$ cat src/rtl/registers_bram_ctrl.sv
// Access controller for the per-thread register file BRAM: arbitrates the single
// write port between CPU writeback and a buffered memory-load FIFO, and sequences reads.
module registers_bram_ctrl #(
  parameter int WIDTH      = 16,
  parameter int N_THREADS  = 6,
  parameter int FIFO_DEPTH = 4,
  localparam int AW = 4,
  localparam int TW = (N_THREADS > 1) ? $clog2(N_THREADS) : 1
) (
  input  logic                 CLK,
  input  logic                 rst_n,
  input  logic                 cpu_wr_req,
  input  logic [AW-1:0]        cpu_wr_addr,
  input  logic [TW-1:0]        cpu_wr_thread,
  input  logic [1:0]           cpu_wr_sel,
  input  logic                 mem_wr_req,
  output logic                 mem_wr_ready,
  input  logic [AW-1:0]        mem_wr_addr,
  input  logic [TW-1:0]        mem_wr_thread,
  input  logic [WIDTH-1:0]     mem_wr_data,
  input  logic                 rd_req,
  input  logic [AW-1:0]        rd_addr,
  input  logic [TW-1:0]        rd_thread,
  output logic                 rd_ready,
  output logic                 rd_valid,
  output logic [TW-1:0]        rd_thread_out,
  output logic [N_THREADS-1:0] thread_busy,
  output logic [1:0]           reg_din_select,
  output logic                 wr_en,
  output logic                 mem_wr_en,
  output logic [AW-1:0]        wr_addr,
  output logic [TW-1:0]        wr_thread_num,
  output logic [WIDTH-1:0]     mem_din_o,
  output logic [AW-1:0]        rd_addr_o,
  output logic [TW-1:0]        rd_thread_num,
  output logic                 rd_en0,
  output logic                 rd_en1
);

  localparam int PW = (FIFO_DEPTH > 1) ? $clog2(FIFO_DEPTH) : 1;
  localparam int CW = PW + 1;

  logic [TW-1:0]         fifo_thread_q [FIFO_DEPTH];
  logic [AW-1:0]         fifo_addr_q   [FIFO_DEPTH];
  logic [WIDTH-1:0]      fifo_data_q   [FIFO_DEPTH];
  logic [PW-1:0]         rd_ptr_q, rd_ptr_d;
  logic [PW-1:0]         wr_ptr_q, wr_ptr_d;
  logic [CW-1:0]         count_q, count_d;
  logic [FIFO_DEPTH-1:0] valid_s;
  logic [N_THREADS-1:0]  busy_s;
  logic                  hazard_s;
  logic                  push_s;
  logic                  pop_s;
  logic                  s1_valid_q, s1_valid_d;
  logic                  s2_valid_q;
  logic [TW-1:0]         s1_thread_q, s2_thread_q;

  // An entry is live when its distance from the head is below the occupancy.
  always_comb begin
    valid_s = '0;
    for (int i = 0; i < FIFO_DEPTH; i++) begin
      valid_s[i] = {1'b0, PW'(PW'(i) - rd_ptr_q)} < count_q;
    end
  end

  // Busy map and read hazard, from registered FIFO contents plus the live CPU target.
  always_comb begin
    busy_s   = '0;
    hazard_s = cpu_wr_req & (cpu_wr_thread == rd_thread) & (cpu_wr_addr == rd_addr);
    for (int i = 0; i < FIFO_DEPTH; i++) begin
      hazard_s = hazard_s | (valid_s[i] & (fifo_thread_q[i] == rd_thread) &
                             (fifo_addr_q[i] == rd_addr));
      for (int t = 0; t < N_THREADS; t++) begin
        busy_s[t] = busy_s[t] | (valid_s[i] & (fifo_thread_q[i] == TW'(t)));
      end
    end
  end

  assign mem_wr_ready = rst_n & (count_q != CW'(FIFO_DEPTH));
  assign push_s       = mem_wr_req & mem_wr_ready;
  assign thread_busy  = rst_n ? busy_s : '0;
  assign mem_din_o    = fifo_data_q[rd_ptr_q];

  // Write-port arbitration: CPU always wins, otherwise drain the FIFO head.
  always_comb begin
    wr_en          = 1'b0;
    mem_wr_en      = 1'b0;
    pop_s          = 1'b0;
    reg_din_select = 2'd0;
    wr_addr        = cpu_wr_addr;
    wr_thread_num  = cpu_wr_thread;
    if (!rst_n) begin
      wr_en = 1'b0;
    end else if (cpu_wr_req) begin
      wr_en          = 1'b1;
      reg_din_select = (cpu_wr_sel == 2'd0) ? 2'd1 : cpu_wr_sel;
    end else if (count_q != CW'(0)) begin
      mem_wr_en     = 1'b1;
      pop_s         = 1'b1;
      wr_addr       = fifo_addr_q[rd_ptr_q];
      wr_thread_num = fifo_thread_q[rd_ptr_q];
    end else begin
      mem_wr_en = 1'b0;
    end
  end

  // FIFO pointer and occupancy next state.
  always_comb begin
    wr_ptr_d = push_s ? wr_ptr_q + PW'(1) : wr_ptr_q;
    rd_ptr_d = pop_s  ? rd_ptr_q + PW'(1) : rd_ptr_q;
    case ({push_s, pop_s})
      2'b10:   count_d = count_q + CW'(1);
      2'b01:   count_d = count_q - CW'(1);
      default: count_d = count_q;
    endcase
  end

  assign rd_ready      = rst_n & ~hazard_s;
  assign rd_en0        = rd_req & rd_ready;
  assign rd_addr_o     = rd_addr;
  assign rd_thread_num = rd_thread;
  assign s1_valid_d    = rd_en0;
  assign rd_en1        = rst_n & s1_valid_q;
  assign rd_valid      = rst_n & s2_valid_q;
  assign rd_thread_out = s2_thread_q;

  // Control state: FIFO pointers/count and the two read pipeline stages.
  always_ff @(posedge CLK) begin
    if (!rst_n) begin
      rd_ptr_q    <= '0;
      wr_ptr_q    <= '0;
      count_q     <= '0;
      s1_valid_q  <= 1'b0;
      s2_valid_q  <= 1'b0;
      s1_thread_q <= '0;
      s2_thread_q <= '0;
    end else begin
      rd_ptr_q    <= rd_ptr_d;
      wr_ptr_q    <= wr_ptr_d;
      count_q     <= count_d;
      s1_valid_q  <= s1_valid_d;
      s2_valid_q  <= s1_valid_q;
      s1_thread_q <= rd_thread;
      s2_thread_q <= s1_thread_q;
    end
  end

  // FIFO payload storage; contents only matter while covered by count_q.
  always_ff @(posedge CLK) begin
    if (push_s) begin
      fifo_thread_q[wr_ptr_q] <= mem_wr_thread;
      fifo_addr_q[wr_ptr_q]   <= mem_wr_addr;
      fifo_data_q[wr_ptr_q]   <= mem_wr_data;
    end
  end

endmodule
$ cat config.mk
export PLATFORM = sky130hd
export DESIGN_NAME = registers_bram_ctrl
export DESIGN_NICKNAME = d
export VERILOG_FILES = /design/src/rtl/registers_bram_ctrl.sv
export SDC_FILE = /design/constraint.sdc
export NUM_CORES = 1
export LEC_CHECK = 0
export ABC_AREA = 1
export BUFFER_PORTS_ARGS = -buffer_cell sky130_fd_sc_hd__buf_2
export CORE_MARGIN = 2
export CORE_UTILIZATION = 55
export DETAILED_ROUTE_END_ITERATION = 12
export PLACE_DENSITY = 0.84
export SYNTH_ARGS = -nofsm -noshare
export SYNTH_HDL_FRONTEND = slang
export SYNTH_SLANG_ARGS = --single-unit
$ cat constraint.sdc
create_clock -name CLK -period 2.7 [get_ports CLK]
set_input_delay 0 -clock CLK [delete_from_list [all_inputs] [get_ports CLK]]
set_output_delay 0 -clock CLK [all_outputs]
set_load 0.01 [all_outputs]
======== Word-level counts from Yosys, hierarchy flattened ========
Memory sizes are Yosys's and may differ from the RTL's. A register that Yosys moved wholly into a read port is not among the register bits.
Cells that the tools add are included.
storage, ports and cells
  bits in registers ....................... 15
  bits in latches ......................... 0
  memory bits (writable) .................. 92
  memory bits (read-only) ................. 0
  output and inout port bits .............. 48
  word-level logic and storage cells ...... 149
  memories kept ........................... 3
cells by class
  add/subtract/negate cells ............... 8
  multipliers ............................. 0
  div/mod/pow operators ................... 0
  magnitude comparators ................... 4
  eq/ne operators ......................... 33
  shift-type cells ........................ 0
  mux-type cells .......................... 24
  bitwise gates (word level) .............. 63
  reduce and logical (&&, ||, !) cells .... 7
memories
  memory         words  bits a word  rd ports  clocked after Yosys merged registers in  write ports  line  text
  fifo_data_q    4      16           1         1                                        1            45    logic [WIDTH-1:0] fifo_data_q [FIFO_DEPTH];
  fifo_addr_q    4      4            5         1                                        1            44    logic [AW-1:0] fifo_addr_q [FIFO_DEPTH];
  fifo_thread_q  4      3            5         1                                        1            43    logic [TW-1:0] fifo_thread_q [FIFO_DEPTH];
operators by type and width
  kind                                               number
  AND 1 bit                                          40
  == test 3 x 2 -> 1 bit (second input constant)     8
  == test 3 bit (second input constant)              8
  bitwise OR 1 bit                                   22
  == test 4 bit                                      5
  2-to-1 mux 2 bit                                   9
  == test 3 bit                                      5
  == test 3 x 1 -> 1 bit (second input constant)     4
  logical NOT 3 bit                                  4
  less-than comparator 2 x 3 -> 1 bit                4
  2-to-1 mux 4 bit                                   3
  2-to-1 mux 3 bit                                   3
  2-to-1 mux 1 bit                                   7
  2-to-1 mux 6 bit                                   1
  case mux 3 bit (2 select lines)                    1
  adder 2 x 1 -> 2 bit (second input constant)       2
  subtractor 1 x 2 -> 2 bit (first input constant)   2
  subtractor 2 bit (first input constant)            2
  adder 3 x 1 -> 3 bit (second input constant)       1
  inequality test 3 bit (second input constant)      1
  nonzero test 3 bit                                 1
  subtractor 3 x 1 -> 3 bit (second input constant)  1
  == test 2 x 1 -> 1 bit (second input constant)     1
  == test 2 bit (second input constant)              1
  3 further kinds                                    3

======== Logic depth before layout (Yosys ltp) ========
  depth after elaboration ................. 11
  gate-level depth with buffers ........... 13
  depth with buffers taken out ............ 12

======== Least setup slack after synthesis ========
OpenSTA, ideal clock, no wires.
  path kind ............................... flip-flop to flip-flop
  start point ............................. reg count_q[0]
  end point ............................... mem fifo_addr_q[0][0] (enable)
  arrival ................................. 1.869 ns
  slack ................................... 0.428 ns
  cell stages (with the launch flop) ...... 5
  period minus slack after synthesis ...... 2.272 ns
  path through ............................ dfxtp_1 -> inv_1 -> a31oi_2 -> nand2_2 -> nor2_1
between the ends
  cells in the longest elaborated chain, start to end .. 5
ends and longest elaborated chain
  item                                    line  text
  start, declared                         48    logic [CW-1:0] count_q, count_d;
  start signal, assigned                  140   count_q <= count_d;
  inequality test 3 bit                   79    assign mem_wr_ready = rst_n & (count_q != CW'(FIFO_DEPTH));
  AND 1 bit                               79
  named net mem_wr_ready                  17    output logic mem_wr_ready,
  AND 1 bit                               80    assign push_s = mem_wr_req & mem_wr_ready;
  2-to-1 mux 1 bit                        150   if (push_s) begin
  2-to-1 mux 1 bit (implied by the code)  152   fifo_addr_q[wr_ptr_q] <= mem_wr_addr;
  end, declared                           44
The timed path passes the listed nets, and every way through them passes these cells.

======== Worst setup path in the final report ========
  start point ............................. reg rd_ptr_q[0]
  end point ............................... out thread_busy[2]
between the ends
  cells in the longest elaborated chain, start to end .. 7
  elaborated cells on any way between the ends .. 16
  classes of those cells .................. add/sub (4); order compare (4); mux (1); bitwise (7)
ends and longest elaborated chain
  item                                 line  text
  start, declared                      46    logic [PW-1:0] rd_ptr_q, rd_ptr_d;
  start signal, assigned               138   rd_ptr_q <= rd_ptr_d;
  subtractor 1 x 2 -> 2 bit            62    valid_s[i] = {1'b0, PW'(PW'(i) - rd_ptr_q)} < count_q;
  less-than comparator 2 x 3 -> 1 bit  62
  AND 1 bit                            74    busy_s[t] = busy_s[t] | (valid_s[i] & (fifo_thread_q[i] == TW'(t)));
  bitwise OR 1 bit (2 in a row)        74
  bitwise OR 1 bit (*)                 74
  2-to-1 mux 6 bit (*)                 81    assign thread_busy = rst_n ? busy_s : '0;
  end, declared                        27    output logic [N_THREADS-1:0] thread_busy,
Every way passes the cells marked *; elsewhere a longest branch is shown, timed or not.

==> impl_metrics.ini <==
[run_status]
status = finished clean

[floorplan]
die_x_um = 101.4
placeableCoreArea_mm2 = 0.009240
die_area_mm2 = 0.01029
rows = 35
ios = 92
initial_core_util_pct = 56.51
die_h_um = 101.4

[critical_path]
r2r-end = count_q[2]
path_class = reg -> out
r2r_cells = 11
reg2reg_setup_slack_ns = 0.49
end_kind = output pin
path_cells = xor2_1 > ha_1 > a21boi_1 > o21ai_2 > nand3_1 > nand3_1 > nor2_1 > nor2_1 > buf_2
slowest_stage = dfxtp_1
required_ns = 2.70
path_buf_inv = 1
worstPathArrival_ns = 2.28
path_delay_family = compound AO/OA/AOI/OAI gates
critPathLaunchType = flop
crit_fanout = 7
critPathMaxStageDelay_ns = 0.39
r2r_start = count_q[0]

[clocking]
cts_tree = yes
clock_latency_ns = 0.37
clk_pin_slew_ns = 0.10
cts_root_buf = clkbuf_8
htree_levels = 3
cts_max_path_buffers = 2
clock-sinks = 109
cts_buffers = 9

[detailed_routing]
drtPass1Iterations = 5
wirelength_mm = 11.75
vias_per_cell = 5.288
postRouteAntennaNets = 0
drt_iter0_markers = 260
via_count = 4098
drc_errors = 0
routedWlPerCell_um = 15.17

[grt]
grt_pass1_vias = 3963
grt_pass1_wl_mm = 18.22
gr-total-overflow = 0
grt_util_all_layers_pct = 23.20
grt_start_max_net_pins = 52
antenna_found_initial = 1

[synthesis]
synth-seq-cells = 109
ys_warn_count = 0
yosysSeqAreaShare_pct = 59.43
synth.avg_cell_area_um2 = 9.759
syn-cell-area_mm2 = 0.005221
synth_edf_count = 92
dominantRegCellSynth = edfxtp_1
ys_types = 31
syn_nets = 589
ys_async_sr_fraction_pct = 0
netlist_instances = 535

[sta]
layout_setup_ws_ns = 0.4200
setup_tns_ns = 0
fin_skew_ns = 0.01037
timing.final.crit_share_pct = 84.45
max_freq_ghz = 0.4386
slew_violations = 0
final.min_clock_period_ns = 2.280
relSlewSlack_pct = 47.65
grt_setup_unrepaired = false
setup_viol_count_final = 0
hold_violations = 0
worst_pin_slew_ns = 0.7843

[finish]
syn2layout_area_growth_pct = 19.05
seqCellArea_mm2 = 0.003103
fin_area_mm2 = 0.006216
nets = 694
fillers = 675
instances_no_fill = 775
multi_input_area_mm2 = 0.001710
drive_above_1_share_pct = 20.47

[worst_hold_path]
whs_endpoint = wr_ptr_q[0]
min_path_cells = 3
hp-class = in -> reg
worstHoldStart = mem_wr_req

[job]
cap_violations = 0

[pwr]
pwr_density_cell_mw_per_mm2 = 582.8
ir_drop_mv = 0.4480
cellLeakagePower_nw = 2.602

[place]
detailedPlace.worstSlack_ns = 0.5316
place_area_mm2 = 0.005742
place.detailed.hpwl_mm = 7.598
io_buffer_count = 91
routabilityCongestion = 0.8846
post-place-cells = 731
-- placed cells by master (no fill, tap or decap), types with 2 or more instances in the layout --
cell           instances
edfxtp_1              92
buf_2                 91
nor2_1                69
nand2_1               67
inv_1                 63
o21ai_0               59
nand3_1               31
dlygate4sd3_1         27
a21oi_1               21
xnor2_1               20
dfxtp_1               17
o22ai_1               16
ha_1                   9
clkbuf_8               9
buf_4                  8
nand4_1                5
nor2_2                 5
xor2_1                 4
inv_2                  4
nand2_2                4
o21ai_1                3
nor3_1                 2
o21ai_2                2
o211ai_1               2
nor4_1                 2
clkinv_4               2
inv_8                  2
clkinv_8               2
-- per-layer routing --
layer / part of all wire (%) / GRT usage (%) / wire [um]
met5: 0 / 0 / 0
met4: 1.7 / 9.148 / 201
met3: 6.8 / 4.555 / 798
met2: 49 / 40.35 / 5749
met1: 43 / 28.60 / 5004
-- cell usage after synthesis (5+ instances only) --
| master | instances | area share, % |
|---|---|---|
| edfxtp_1 | 92 | 53 |
| nor2_1 | 73 | 5.2 |
| nand2_1 | 67 | 4.8 |
| inv_1 | 63 | 4.5 |
| o21ai_0 | 59 | 5.7 |
| nand3_1 | 31 | 3.0 |
| a21oi_1 | 21 | 2.0 |
| xnor2_1 | 20 | 3.4 |
| dfxtp_1 | 17 | 6.5 |
| o22ai_1 | 16 | 1.9 |
| buf_2 | 13 | 1.2 |
| clkbuf_1 | 10 | 0.72 |
| ha_1 | 9 | 2.2 |
| buf_4 | 8 | 1.2 |
| nand4_1 | 5 | 0.60 |
-- metrics by stage --
| stage | utilization (%) | hold slack [ns] | power (mW) |
|---|---|---|---|
| 3_5_place_dp | 62.14 | 0.2150 | 2.653 |
| 4_1_cts | 67.24 | 0.03903 | 3.627 |
| 2_1_floorplan | - | 0.09177 | 2.411 |
| 5_1_grt | 67.27 | 0.06052 | 3.786 |
| 6_report | 67.27 | 0.05078 | 3.623 |
| 3_3_place_gp | 62.14 | 0.2091 | 2.631 |
-- worst min-delay path, cell delays in order --
cell,delay (ns)
buf_2,0.10
nand2_2,0.17
a21oi_1,0.10
-- final cells by class --
cell class / count / area share (%)
diodes: 1 / 0.04026
clock buffers: 9 / 1.993
clock inverters: 7 / 1.248
inverters: 67 / 4.046
multi-input cells: 327 / 27.52
flip-flops and latches: 109 / 49.92
well taps: 129 / 2.597
repair buffers: 126 / 12.64
-- kinds of logic after synthesis --
kind of cell               count (synthesis)  synth area share (%)
buffers and inverters                     99                 8.004
DFF                                      109                 59.43
xor gates and xnor gates                  24                 4.026
and+or+nand+nor                          187                 15.00
adders and majority gates                 10                 2.540
AOI/OAI and AO/OA                        106                 11.00
-- how the worst max path moves through the flow --
| stage | start | endpoint | slack, ns | cells after the start |
|---|---|---|---|---|
| 2_1_floorplan | count_q[0] | fifo_addr_q[0][0] | 0.43 | 4 |
| 3_3_place_gp | count_q[0] | count_q[2] | 0.60 | 11 |
| 3_5_place_dp | count_q[0] | count_q[2] | 0.53 | 11 |
| 4_1_cts | rd_ptr_q[0] | thread_busy[0] | 0.43 | 9 |
| 5_1_grt | rd_ptr_q[1] | thread_busy[2] | 0.26 | 9 |
| 6_report | rd_ptr_q[0] | thread_busy[2] | 0.42 | 9 |
-- report_power, final --
part | internal, mW | switching, mW
sequential | 1.88 | 0.0299
clock | 0.366 | 0.598
combinational | 0.270 | 0.477
-- flip-flops by register name, indices dropped and copies added, names as in the netlist, named ones only --
name and flops:
fifo_data_q 64, fifo_addr_q 16, fifo_thread_q 12, count_q 3, rd_thread_out 3, s1_thread_q 3, rd_ptr_q 2, wr_ptr_q 2
s1_valid_q 1, s2_valid_q 1
-- what timing repair did --
action                    CTS  global route
hold endpoints to repair   96             0
hold buffers               27             0
gates resized for setup     0             0
buffers inserted            0             0
Power figures use the tool's default switching activity.
